**src/rtl/ro_count_sampler.sv**
```systemverilog
// Ring-oscillator edge counter: counts synchronised RO rising edges over a
// window of clk cycles and emits one sample per window for the transfer stage.
module ro_count_sampler #(
  parameter int DATA_WIDTH     = 32,
  parameter int SYNC_STAGES    = 2,
  parameter int DEFAULT_WINDOW = 1000
) (
  input  logic                  clk,
  input  logic                  rst,
  input  logic                  ro_in,
  input  logic                  start,
  input  logic                  stop,
  input  logic [31:0]           window_len,
  input  logic [15:0]           settle_cycles,
  input  logic [31:0]           num_meas,
  output logic                  ro_enable,
  output logic [DATA_WIDTH-1:0] data_out,
  output logic                  data_en,
  output logic                  busy,
  output logic                  done,
  output logic [31:0]           meas_count,
  output logic                  overflow
);

  localparam logic [2:0] IDLE   = 3'd0;
  localparam logic [2:0] SETTLE = 3'd1;
  localparam logic [2:0] COUNT  = 3'd2;
  localparam logic [2:0] EMIT   = 3'd3;
  localparam logic [2:0] DONE   = 3'd4;

  localparam logic [DATA_WIDTH-1:0] CNT_MAX = '1;

  logic [2:0]             state;
  logic [SYNC_STAGES-1:0] sync_q;
  logic                   edge_q;
  logic                   rise;
  logic [31:0]            window_q;
  logic [31:0]            num_meas_q;
  logic [31:0]            win_cnt;
  logic [15:0]            settle_cnt;
  logic [DATA_WIDTH-1:0]  edge_cnt;
  logic [DATA_WIDTH-1:0]  count_next;
  logic                   sat_hit;
  logic [31:0]            meas_next;

  always_ff @(posedge clk) begin
    if (rst) begin
      sync_q <= '0;
      edge_q <= 1'b0;
    end else begin
      sync_q <= {sync_q[SYNC_STAGES-2:0], ro_in};
      edge_q <= sync_q[SYNC_STAGES-1];
    end
  end

  assign rise = sync_q[SYNC_STAGES-1] & ~edge_q;

  // Saturating increment; a rise at full scale flags overflow instead of wrapping.
  always_comb begin
    count_next = edge_cnt;
    sat_hit    = 1'b0;
    if (rise) begin
      if (edge_cnt == CNT_MAX) sat_hit = 1'b1;
      else                     count_next = edge_cnt + 1'b1;
    end
  end

  assign meas_next = meas_count + 32'd1;

  always_ff @(posedge clk) begin
    if (rst) begin
      state      <= IDLE;
      window_q   <= 32'd0;
      num_meas_q <= 32'd0;
      win_cnt    <= 32'd0;
      settle_cnt <= 16'd0;
      edge_cnt   <= '0;
      data_out   <= '0;
      meas_count <= 32'd0;
      overflow   <= 1'b0;
    end else begin
      case (state)
        IDLE: begin
          if (start && !stop) begin
            window_q   <= (window_len == 32'd0) ? 32'(DEFAULT_WINDOW) : window_len;
            settle_cnt <= settle_cycles;
            num_meas_q <= num_meas;
            meas_count <= 32'd0;
            overflow   <= 1'b0;
            state      <= SETTLE;
          end
        end
        SETTLE: begin
          if (stop) begin
            state <= IDLE;
          end else if (settle_cnt == 16'd0) begin
            win_cnt  <= 32'd0;
            edge_cnt <= '0;
            state    <= COUNT;
          end else begin
            settle_cnt <= settle_cnt - 16'd1;
          end
        end
        // The sample is captured on the last COUNT edge so it is already valid during EMIT.
        COUNT: begin
          if (stop) begin
            state <= IDLE;
          end else begin
            edge_cnt <= count_next;
            if (sat_hit) overflow <= 1'b1;
            if (win_cnt == window_q - 32'd1) begin
              data_out <= count_next;
              state    <= EMIT;
            end else begin
              win_cnt <= win_cnt + 32'd1;
            end
          end
        end
        EMIT: begin
          meas_count <= meas_next;
          if (stop) begin
            state <= IDLE;
          end else if (num_meas_q != 32'd0 && meas_next == num_meas_q) begin
            state <= DONE;
          end else begin
            win_cnt  <= 32'd0;
            edge_cnt <= '0;
            state    <= COUNT;
          end
        end
        DONE:    state <= IDLE;
        default: state <= IDLE;
      endcase
    end
  end

  assign ro_enable = (state == SETTLE) || (state == COUNT) || (state == EMIT);
  assign busy      = (state != IDLE);
  assign data_en   = (state == EMIT);
  assign done      = (state == DONE);

endmodule

```
**config.mk**
```make
export PLATFORM = sky130hd
export DESIGN_NAME = ro_count_sampler
export DESIGN_NICKNAME = d
export VERILOG_FILES = /design/src/rtl/ro_count_sampler.sv
export SDC_FILE = /design/constraint.sdc
export NUM_CORES = 1
export LEC_CHECK = 0
export CAP_MARGIN = 20
export CORE_UTILIZATION = 55
export CTS_BUF_LIST = sky130_fd_sc_hd__clkbuf_8
export CTS_CLUSTER_SIZE = 10
export DETAILED_ROUTE_END_ITERATION = 10
export PLACE_DENSITY = 0.83
export SETUP_SLACK_MARGIN = 0.02
export SLEW_MARGIN = 20
export SYNTH_ARGS = -nofsm -noshare
export SYNTH_HDL_FRONTEND = slang
export SYNTH_SLANG_ARGS = --single-unit
export TNS_END_PERCENT = 50
```
**constraint.sdc**
```tcl
create_clock -name clk -period 7.6 [get_ports clk]
set_clock_uncertainty 0.15 [all_clocks]
set_input_delay 1.52 -clock clk [delete_from_list [all_inputs] [get_ports clk]]
set_output_delay 1.52 -clock clk [all_outputs]
set_load 0.1 [all_outputs]
```
==> run_results.csv <==
group,metric,value,unit
floorplanning,coreArea,21800,um2
flow_run,drv_cap,0,
setup_path,arrival,3.48,ns
synth,ys_types,74,
timing,max_clock_freq,0.194,GHz
synth,yosysWarnings,0,
pwr,power.density,179,nW/um2
route,drc,0,
route,wl_met3,3.00,mm
cts,clk_pin_slew,0.06,ns
floorplanning,io_pins,154,
synth,synth_commonest_cells,"215 x dfxtp_1, 202 x nand2_1, 170 x a21oi_1",
synth,syn_area,12200,um2
setup_path,critPathRequiredTime,5.93,ns
pwr,power_frac_clock,42.6,%
synth,ys_ff_latch,215,
route,drt_first_pass_iters,6,
global_routing,grt_pass1_wl,53.2,mm
floorplanning,row_count,54,
timing,slew_headroom,28.2,%
route,drt_iter0_drc,1039,
pwr,swShare,27.0,%
synth,netlist.top_cell.by_area,"dfxtp_1",
pwr,leakagePower,0.00518,uW
timing,finalHoldViolCount,0,
placed_design,io_buffer_count,153,
cts,htreeDepth,2,
placed_design,pre_cts_ws,2.75,ns
synth,synth_most_common_cell,"dfxtp_1",
timing,period_share,67.7,%
setup_path,critical_path_class,"flop to output pin",
route,wl_met2,14.7,mm
route,ant_nets,0,
timing,worst-slew-pin-transition,1.07,ns
timing,final_max_slew_viol_count,0,
finish,syn2layout_area_growth,18.4,%
synth,synth_edf_count,0,
route,met1_length,15.3,mm
pwr,p_int,1890,uW
timing,setup_tns,0,ns
floorplanning,initial_core_util,56.0,%
synth,syn_avg_cell_area,7.74,um2
route,wirelength,33.8,mm
timing,layout_min_cycle_time,5.15,ns
setup_path,cp-start-kind,"flop",
pwr,pwr-share-seq,45.8,%
finish,final_nets,1757,
setup_path,crit_fanout,40,
setup_path,path_cells,"nand3b_1 > buf_4 > clkinv_1 > clkdlybuf4s50_1",
pwr,p_comb_share,11.6,%
floorplanning,die_w,151,um
cts,hold_buffers,0,
cts,clk_latency,0.55,ns
setup_path,crit_path_top_delay_cell,"clkdlybuf4s50_1",
placed_design,gp_congestion,0.958,
route,vias_per_cell,6.16,
pwr,p_sw,698,uW
setup_path,crit_path_max_incr_delay,1.20,ns
global_routing,gr-total-overflow,0,
placed_design,placed_cells,1908,
cts,ctsResizeCount,0,
global_routing,grt_max_degree,97,
finish,diodes,0,
synth,synthCells,1578,
synth,ys_seq_area_share,35.2,%
finish,num-fill-cells,1865,
timing,setup_viol,0,
synth,ys.flop_type,"dfxtp_1",
setup_path,end_kind,"output pin",
route,highest_layer,"met4",
finish,stdcell_count,1976,
timing,grt_setup_unrepaired,"no",
cts,cts_tree,"built",
worst_hold_path,hold_class,"flop to flop",
synth,synth_top_area_share,35.2,%
pwr,max-vdd-ir-drop,134,uV
cts,clockRootBuffer,"clkbuf_8",
finish,drive_gt1_share,5.48,%
global_routing,antenna_found_initial,0,
placed_design,hpwlAfterDp,23.8,mm
synth,syn_nets,1668,
floorplanning,die_h,151,um
finish,fin_area,14500,um2
status,status,"complete, no violations",
cts,postCtsSetupRepairBufs,0,
synth,yosys-top-cells-area,"dfxtp_1 35%, a21oi_1 7.0%, nand2_1 6.2%",
global_routing,grtUsageTotal,28.9,%
route,wire_per_inst,17.1,um
cts,cts.path.max_buffers,3,
global_routing,grt_pass1_vias,10594,
timing,fin_ws,2.45,ns
timing,hold_slack,0.285,ns
floorplanning,dieArea,22800,um2
cts,cts.sinks,215,
synth,async_flop_share,0,%
cts,cts_made_buffers,37,
placed_design,post_dp_cell_area,13700,um2
route,vias,12182,
==> metal layers <==
| metal | GRT usage, % | vias up |
|---|---|---|
| li1 | - | 5936 |
| met1 | 40.7 | 5688 |
| met2 | 44.7 | 494 |
| met3 | 5.69 | 64 |
| met4 | 7.75 | 0 |
| met5 | 0 | - |
==> cells in the final DEF (no fill, tap or decap), types with 4 or more instances in the layout <==
master	Yosys	routed
a22oi_1	11	11
o21ai_1	6	6
nand2_1	202	202
or3_1	31	31
o21a_1	4	4
nor4_1	39	39
nand2b_1	8	8
and4_1	16	16
nor2_1	126	126
nand3_1	51	51
nand4b_1	6	6
nor3_1	49	49
nor2b_1	5	5
o31ai_1	37	37
clkbuf_8	0	48
a31oi_1	13	13
o22ai_1	11	11
a211oi_1	15	15
nor3b_1	5	4
inv_1	16	25
buf_4	6	13
a21o_1	4	4
ha_1	5	5
a311oi_1	6	6
xnor2_1	68	68
and3_1	26	26
clkdlybuf4s50_1	0	152
nand4_1	34	34
nand3b_1	9	9
clkinv_2	0	6
mux2i_1	33	33
o21ai_0	70	70
a21oi_1	170	169
or4_1	46	46
xor2_1	50	50
a41oi_1	5	5
and2_1	18	18
dfxtp_1	215	215
==> state kept, by name, indices dropped and copies added (netlist names) <==
register and count:
overflow 1, edge_cnt 32, num_meas_q 32, sync_q 2
edge_q 1, meas_count 32, window_q 32, settle_cnt 16
data_out 32, win_cnt 32, state 3
==> worst paths after layout <==
check | cells past startpoint | slack [ns] | from | end
max | 4 | 2.45 | state[2] | data_en
min | 1 | 0.28 | sync_q[0] | sync_q[1]
max reg2reg | 11 | 2.64 | meas_count[0] | win_cnt[2]
min reg2reg | 1 | 0.28 | sync_q[0] | sync_q[1]
==> area by class of cell <==
type                    count  area [um2]  area share, %
clock buffers              48         661           4.57
well taps                 280         350           2.42
clock inverters            20         126          0.874
multi-input cells        1231        7340           50.7
flip-flops and latches    215        4300           29.8
inverters                  17        63.8          0.441
repair buffers            165        1620           11.2
==> logic make-up (layout without fill, tap and decap cells) <==
group / Yosys count / count (layout) / share of synthesized area (%)
compound gates: 382 / 382 / 18.8
xor+xnor: 118 / 118 / 8.46
fa+ha+maj: 5 / 5 / 0.512
buf+inv: 132 / 250 / 4.79
flops: 215 / 215 / 35.2
mux: 36 / 36 / 2.98
simple gates: 690 / 690 / 29.2
==> power groups by stage <==
stage / sequential, uW / combinational, uW / clock [uW]
6_report: 1180 / 301 / 1100
5_1_grt: 1190 / 331 / 1170
4_1_cts: 1180 / 299 / 1110
3_5_place_dp: 1210 / 297 / 0
3_3_place_gp: 1210 / 292 / 0
2_1_floorplan: 1190 / 206 / 0
==> critical path: cells and delay by family, from the launching register on <==
kind,cells,cell delay [ns]
buf+inv,3,2.34
flops,1,0.43
simple gates,1,0.14
==> metrics by stage <==
| step | util, % | power, uW |
|---|---|---|
| floorplan | - | 1400 |
| global placement | 62.7 | 1500 |
| detailed placement | 62.7 | 1500 |
| CTS | 66.3 | 2600 |
| global route | 66.3 | 2680 |
| finish | 66.3 | 2590 |
Note: power is estimated with default switching activity, not from simulation.
